**config.mk**
```make
export PLATFORM = sky130hd
export DESIGN_NAME = adpll_loop_filter
export DESIGN_NICKNAME = d
export VERILOG_FILES = /design/src/rtl/adpll_loop_filter.sv
export SDC_FILE = /design/constraint.sdc
export NUM_CORES = 1
export LEC_CHECK = 0
export ABC_AREA = 1
export CAP_MARGIN = 5
export CORE_MARGIN = 4
export CORE_UTILIZATION = 35
export DETAILED_ROUTE_END_ITERATION = 6
export GPL_TIMING_DRIVEN = 1
export MAX_ROUTING_LAYER = met4
export REMOVE_ABC_BUFFERS = 1
export SLEW_MARGIN = 0
export SYNTH_ARGS = -nofsm -noshare
export SYNTH_HDL_FRONTEND = slang
export SYNTH_SLANG_ARGS = --single-unit
```
**constraint.sdc**
```tcl
create_clock -name CLK -period 1.4 [get_ports CLK]
set_clock_uncertainty 0.1 [all_clocks]
set_input_delay 0.42 -clock CLK [delete_from_list [all_inputs] [get_ports CLK]]
set_output_delay 0.42 -clock CLK [all_outputs]
set_load 0.05 [all_outputs]
```
**src/rtl/adpll_loop_filter.sv**
```systemverilog
// adpll_loop_filter
//   Bang-bang ADPLL digital loop filter. Asynchronous PFD UP/DN requests are
//   synchronized and reduced to single-cycle edge pulses. A random-walk K
//   counter integrates them, and each overflow/underflow nudges the DCO
//   control word by one LSB, with saturation at both ends. An optional lock
//   detector reports lock after LOCK_CYCLES consecutive cycles without a
//   control-word update.
//
//   Optional feature macro: ADPLL_LF_LOCK_DETECT_EN
//     defined   -> lock FSM and quiet counter are built
//     undefined -> LOCK is tied to 0
//
// Ports
//   CLK      in   single clock; all state changes on its rising edge
//   RESET_B  in   synchronous active-low reset
//   UP       in   PFD up request (asynchronous to CLK)
//   DN       in   PFD down request (asynchronous to CLK)
//   CTRL     out  [CW_WIDTH-1:0] registered DCO control word
//   UPDATE   out  one-cycle pulse on every INC/DEC attempt
//   SAT      out  high while CTRL sits at 0 or all-ones
//   LOCK     out  registered lock indication
module adpll_loop_filter #(
  parameter int CW_WIDTH    = 6,
  parameter int K_WIDTH     = 4,
  parameter int CTRL_INIT   = 32,
  parameter int LOCK_CYCLES = 64
) (
  input  logic                CLK,
  input  logic                RESET_B,
  input  logic                UP,
  input  logic                DN,
  output logic [CW_WIDTH-1:0] CTRL,
  output logic                UPDATE,
  output logic                SAT,
  output logic                LOCK
);

  localparam logic [K_WIDTH-1:0]  K_MID     = {1'b1, {(K_WIDTH-1){1'b0}}};
  localparam logic [K_WIDTH-1:0]  K_MAX     = {K_WIDTH{1'b1}};
  localparam logic [K_WIDTH-1:0]  K_MIN     = {K_WIDTH{1'b0}};
  localparam logic [CW_WIDTH-1:0] CTRL_MAX  = {CW_WIDTH{1'b1}};
  localparam logic [CW_WIDTH-1:0] CTRL_MIN  = {CW_WIDTH{1'b0}};
  localparam logic [CW_WIDTH-1:0] CTRL_RST  = CW_WIDTH'(CTRL_INIT);

  function automatic logic [CW_WIDTH-1:0] sat_inc(input logic [CW_WIDTH-1:0] v);
    return (v == CTRL_MAX) ? v : v + 1'b1;
  endfunction

  function automatic logic [CW_WIDTH-1:0] sat_dec(input logic [CW_WIDTH-1:0] v);
    return (v == CTRL_MIN) ? v : v - 1'b1;
  endfunction

  logic               up_meta_p0, dn_meta_p0;
  logic               up_sync_p1, dn_sync_p1;
  logic               up_hist_p2, dn_hist_p2;
  logic               up_p, dn_p;
  logic [K_WIDTH-1:0] k_q, k_nxt;
  logic               inc_nxt, dec_nxt;
  logic               inc_p3, dec_p3;

  // ---- stage p0/p1: two-flop synchronizer, p2: history flop ----
  always_ff @(posedge CLK) begin
    if (!RESET_B) begin
      up_meta_p0 <= 1'b0;
      dn_meta_p0 <= 1'b0;
      up_sync_p1 <= 1'b0;
      dn_sync_p1 <= 1'b0;
      up_hist_p2 <= 1'b0;
      dn_hist_p2 <= 1'b0;
    end else begin
      up_meta_p0 <= UP;
      dn_meta_p0 <= DN;
      up_sync_p1 <= up_meta_p0;
      dn_sync_p1 <= dn_meta_p0;
      up_hist_p2 <= up_sync_p1;
      dn_hist_p2 <= dn_sync_p1;
    end
  end

  assign up_p = up_sync_p1 & ~up_hist_p2;
  assign dn_p = dn_sync_p1 & ~dn_hist_p2;

  // ---- stage p3: random-walk K counter, registered INC/DEC ----
  // Simultaneous up and down edges cancel and leave K untouched.
  always_comb begin
    k_nxt   = k_q;
    inc_nxt = 1'b0;
    dec_nxt = 1'b0;
    if (up_p && !dn_p) begin
      if (k_q == K_MAX) begin
        k_nxt   = K_MID;
        inc_nxt = 1'b1;
      end else begin
        k_nxt = k_q + 1'b1;
      end
    end else if (dn_p && !up_p) begin
      if (k_q == K_MIN) begin
        k_nxt   = K_MID;
        dec_nxt = 1'b1;
      end else begin
        k_nxt = k_q - 1'b1;
      end
    end
  end

  always_ff @(posedge CLK) begin
    if (!RESET_B) begin
      k_q    <= K_MID;
      inc_p3 <= 1'b0;
      dec_p3 <= 1'b0;
      UPDATE <= 1'b0;
    end else begin
      k_q    <= k_nxt;
      inc_p3 <= inc_nxt;
      dec_p3 <= dec_nxt;
      UPDATE <= inc_nxt | dec_nxt;
    end
  end

  // ---- stage p4: saturating control word ----
  always_ff @(posedge CLK) begin
    if (!RESET_B) begin
      CTRL <= CTRL_RST;
    end else if (inc_p3) begin
      CTRL <= sat_inc(CTRL);
    end else if (dec_p3) begin
      CTRL <= sat_dec(CTRL);
    end
  end

  assign SAT = (CTRL == CTRL_MIN) || (CTRL == CTRL_MAX);

`ifdef ADPLL_LF_LOCK_DETECT_EN
  localparam int            QW        = $clog2(LOCK_CYCLES + 1);
  localparam logic [QW-1:0] QUIET_MAX = QW'(LOCK_CYCLES);

  typedef enum logic {ACQUIRE = 1'b0, LOCKED = 1'b1} lock_state_t;

  lock_state_t   state_q, state_nxt;
  logic [QW-1:0] quiet_q;

  // ---- lock detect: quiet counter, state register and LOCK flag ----
  always_ff @(posedge CLK) begin
    if (!RESET_B) begin
      state_q <= ACQUIRE;
      quiet_q <= '0;
      LOCK    <= 1'b0;
    end else begin
      state_q <= state_nxt;
      LOCK    <= (state_nxt == LOCKED);
      if (UPDATE) begin
        quiet_q <= '0;
      end else if (quiet_q != QUIET_MAX) begin
        quiet_q <= quiet_q + 1'b1;
      end
    end
  end

  // An update in the very cycle the count is reached wins over locking.
  always_comb begin
    state_nxt = state_q;
    case (state_q)
      ACQUIRE: if (quiet_q == QUIET_MAX && !UPDATE) state_nxt = LOCKED;
      LOCKED:  if (UPDATE) state_nxt = ACQUIRE;
      default: state_nxt = ACQUIRE;
    endcase
  end
`else
  assign LOCK = 1'b0;
`endif

endmodule

```
Word level (Yosys, flattened, before mapping) --
Index checks and enable logic that the tools add are counted.
Cells by class: add/sub/neg operators 4, multiply operators 0, divide/modulo/power cells 0, magnitude comparators 0, eq/ne operators 4, shift-type cells 0, multiplexer cells 13, bitwise logic cells 5, reductions and logical operators 10
Operators by type and width (number):
- $mux W6 | 4
- $mux W4 | 4
- $add A6 B1 Y6 const B | 1
- $eq A6 B6 Y1 const B | 1
- $logic_not A6 Y1 | 1
- $sub A6 B1 Y6 const B | 1
- $mux W1 | 5
- $add A4 B1 Y4 const B | 1
- $eq A4 B4 Y1 const B | 1
- $logic_not A4 Y1 | 1
- $ne A2 B2 Y1 const B | 2
- $reduce_bool A2 Y1 | 2
- $sub A4 B1 Y4 const B | 1
- $reduce_and A3 Y1 | 1
- $and A1 B1 Y1 | 2
- $logic_and A1 B1 Y1 | 2
- $logic_not A1 Y1 | 2
- $not A1 Y1 | 2
- $logic_or A1 B1 Y1 | 1
- $or A1 B1 Y1 | 1
Word-level totals: flip-flop bits (word level) 19, latch bits 0, memory bits (writable) 0, bits in read-only memories 0, input port bits 4, output and inout port bits 9, word-level logic and storage cells 47, memories 0

Longest topological paths before layout --
Gate-level depths: netlist of run 1.
depth after elaboration 7, gate-level depth with buffers 11, gate-level depth less buffers 11

Least setup slack after synthesis of run 1 --
OpenSTA, ideal clock, no wires.
kind reg-to-output, start register CTRL[0], end output port SAT, data arrival time 1.433 ns, required time 0.880 ns, setup slack -0.553 ns, stages on the path, launching flop included 5, buffers on the path 0, cells stage by stage dfxtp_1 -> nand2_1 -> nor2_2 -> nand3_2 -> nand2_1
Between the ends: word-level cells in the longest chain between the ends 2, elaborated cells between the ends (all ways) 3, classes of those cells eq/ne (1); reduce/logical (2)
Ends and longest elaborated chain:
- from (decl) | line 32 | output logic [CW_WIDTH-1:0] CTRL,
- from (signal assigned) | line 125 | CTRL <= sat_inc(CTRL);
- from (signal assigned) | line 127 | CTRL <= sat_dec(CTRL);
- $eq A6 B6 Y1 or $logic_not A6 Y1 (tied branches) | line 131 | assign SAT = (CTRL == CTRL_MIN) || (CTRL == CTRL_MAX);
- $logic_or A1 B1 Y1 * | line 131
- to (decl) | line 34 | output logic SAT,
Mark *: on every way between the ends. The rest lies on a longest branch, timed or not.

Worst setup path after layout of run 1 --
Ends and elaborated chain as after synthesis.

==> results.yml, run 1 <==
synth:
  synth_area_leader_cell: "dfxtp_1"
  syn_inst: 155
  netlist_top_cells_area: "dfxtp_1, nand2_1, inv_1"
  yosys_warnings: 0
  yosysTopAreaCellShare_pct: 34.62
  synth_sequential_area_ratio_pct: 34.62
  yosys_reg_bits: 19
  syn_avg_cell_area_sq_um: 7.087
  synth.lib_cells_used.distinct: 24
  post_synth_instance_area_sq_um: 1099
sta:
  fmaxAchievable_mhz: 597.0
  rsz0062_at_grt: "yes"
  worst_hold_slack_ps: 316.5
  post-route-min-period_ps: 1675
  post-route-period-util_pct: 119.6
  maxSlewViolCount: 0
  final_hold_viol_count: 0
  setup_slack_after_layout_ps: -275.0
  setup_viol: 13
worst_setup_path:
  setup.worst_path.class: "reg -> out"
  setup.worst_path.start_class: "flop"
  arrival_ps: 1160
  crit_chain: "nand2_1, nor2_2, nand3_2, nand2_2, buf_12"
  timing.reg2reg.worst_path_depth: 8
  end_kind: "output pin"
  critical_path_buf_inv_count: 1
  crit_family: "flip-flops"
  worst-path-stages: 5
  worst_path_largest_cell_delay_ps: 370
  crit_path_top_delay_cell: "dfxtp_4"
  worstPathMaxFanout: 3
  data_required_critical_path_ps: 880
placement:
  place_hpwl_mm: 1.806
  gpl.final_weighted_congestion: 0.9059
  port_buffers: 11
floorplan:
  floorplan.die.width_microns: 64.03
  core_sq_um: 3028
  dieHeight_microns: 64.03
  fp.dieArea_sq_um: 4099
  io_pins: 13
  initial_core_util_pct: 36.28
  rows: 20
route:
  dr.pass1.iters: 4
  vias: 1129
  avgViaCountPerCell: 4.608
  detail_route.drc_violations: 0
  wl_per_cell_microns: 11.32
  detailedRoute.firstIterationViolations: 26
  wirelength_mm: 2.774
  ant_nets: 0
cells_and_area:
  layout.cells.most_common_list: "nand2_1, inv_1, buf_4"
  antenna-diode-count: 0
  drive_gt1_share_pct: 50.75
  mostFrequentLayoutCell: "nand2_1"
  area_growth_pct: 70.05
  net_count_final: 215
cts:
  cts_num_sinks: 19
  clock_tree.htree_level_count: 1
  ctsRootBufferMaster: "clkbuf_4"
  ctsHoldBuffers: 0
  number_of_buffers_created_by_cts: 3
  cts.clk_slew.worst_paths_ps: 110
  clk_path_buf_depth: 2
  cts_tree: "done"
  insertion_delay_ps: 300
status:
  run_status: "finished with violations"
  violations: "negative setup slack"
global_routing:
  grt_start_max_net_pins: 14
  first_global_vias: 1039
  track_usage_pct: 13.28
  number_of_antenna_violations_at_the_first_check_in_global_routing: 0
  grt_pass1_wl_mm: 4.278
  grt_overflow_total: 0
power:
  irDropWorstVdd_mv: 0.5925
  powerDensity_nw_per_um2: 582.2
  post-layout-total-power_mw: 1.088
  cellLeakagePower_nw: 0.8381
min_path:
  worst_hold_path.num_cells: 2
  worst_hold_path_type: "reg -> reg"
flow_run:
  max_cap_viol_count: 0
[report_power, final]
| part | switching [mW] | internal, mW | leakage (nW) |
|---|---|---|---|
| logic | 0.119 | 0.111 | 0.662 |
| clock network | 0.176 | 0.111 | 0.0150 |
| registers | 0.0186 | 0.551 | 0.161 |
| total | 0.314 | 0.774 | 0.838 |
[synthesized netlist by cell type (all sizes together)]
cell and count:
a21oi 6, buf 1, clkbuf 1, conb 1, dfxtp 19, fa 1, ha 8, inv 29
nand2 36, nand3 15, nand4 5, nor2 24, o211ai 1, o21ai 2, o221ai 1, or2 1
xnor2 3, xor2 1
[area by class of cell]
cell class,instances,area [sq um]
Clock buffer,4,26.28
Fill cell,236,1160
Inverter,29,118.9
Multi-Input combinational cell,105,770.7
Sequential cell,19,410.4
Tap cell,44,55.05
Timing Repair Buffer,44,486.7
[per-layer routing]
layer / share of wire [%] / GRT usage (%)
met3: 4.1 / 1.582
met4: 3.1 / 6.199
met5: 0 / -
met2: 51 / 22.71
met1: 42 / 15.39
[stage by stage]
stage	setup TNS (ps)	utilization, %	cell area (sq um)	cells	setup WS (ps)
after CTS	-1085	55.74	1688	240	-281.4
after global placement	-781.2	49.88	1510	233	-119.5
after global routing	-2129	61.69	1868	245	-349.9
after detailed placement	-1303	49.88	1510	233	-130.3
after floorplan	-1994	-	1077	153	-553.3
final	-1278	61.69	1868	245	-275.0
[logic make-up after synthesis]
group / Yosys count / share of synthesized area [%]
and+or+nand+nor: 81 / 33.94
buffers and inverters: 31 / 11.84
DFF: 19 / 34.62
AOI/OAI and AO/OA: 10 / 5.125
adders and majority gates: 9 / 10.93
xor gates and xnor gates: 4 / 3.190
other: 1 / 0.3414
[timing repair]
item | in CTS | in global routing
setup buffers | 3 | 7
setup endpoints to repair | 17 | 17
pin swaps | 13 | 20
resized for setup | 40 | 40
[path summary, 6_finish.rpt]
path | from | end | slack, ps
setup reg to reg | CTRL[1] | CTRL[4] | -150
setup / recovery | CTRL[0] | SAT | -280
hold reg to reg | up_meta_p0 | up_sync_p1 | 320
hold / removal | up_meta_p0 | up_sync_p1 | 320
[worst register-to-register path, delay by kind of cell (launching register included)]
family	cells	cell delay, ps
flip-flops	1	370
XOR/XNOR	1	160
adder cells (fa/ha/maj)	1	410
AND/OR/NAND/NOR	4	230
buffers and inverters	2	180
[flip-flops by register name, indices dropped and copies added (netlist names)]
name / cells
CTRL: 6
k_q: 4
UPDATE: 1
dec_p3: 1
dn_hist_p2: 1
dn_meta_p0: 1
dn_sync_p1: 1
inc_p3: 1
up_hist_p2: 1
up_meta_p0: 1
up_sync_p1: 1
Note: power is estimated with default switching activity, not from simulation.
==> run 2, diff against run 1 <==
Settings changed: CTS_CLUSTER_DIAMETER from default to 100.
==> results of run 2 <==
Same layout as run 1: the final DEF is identical, and so are final timing and power.
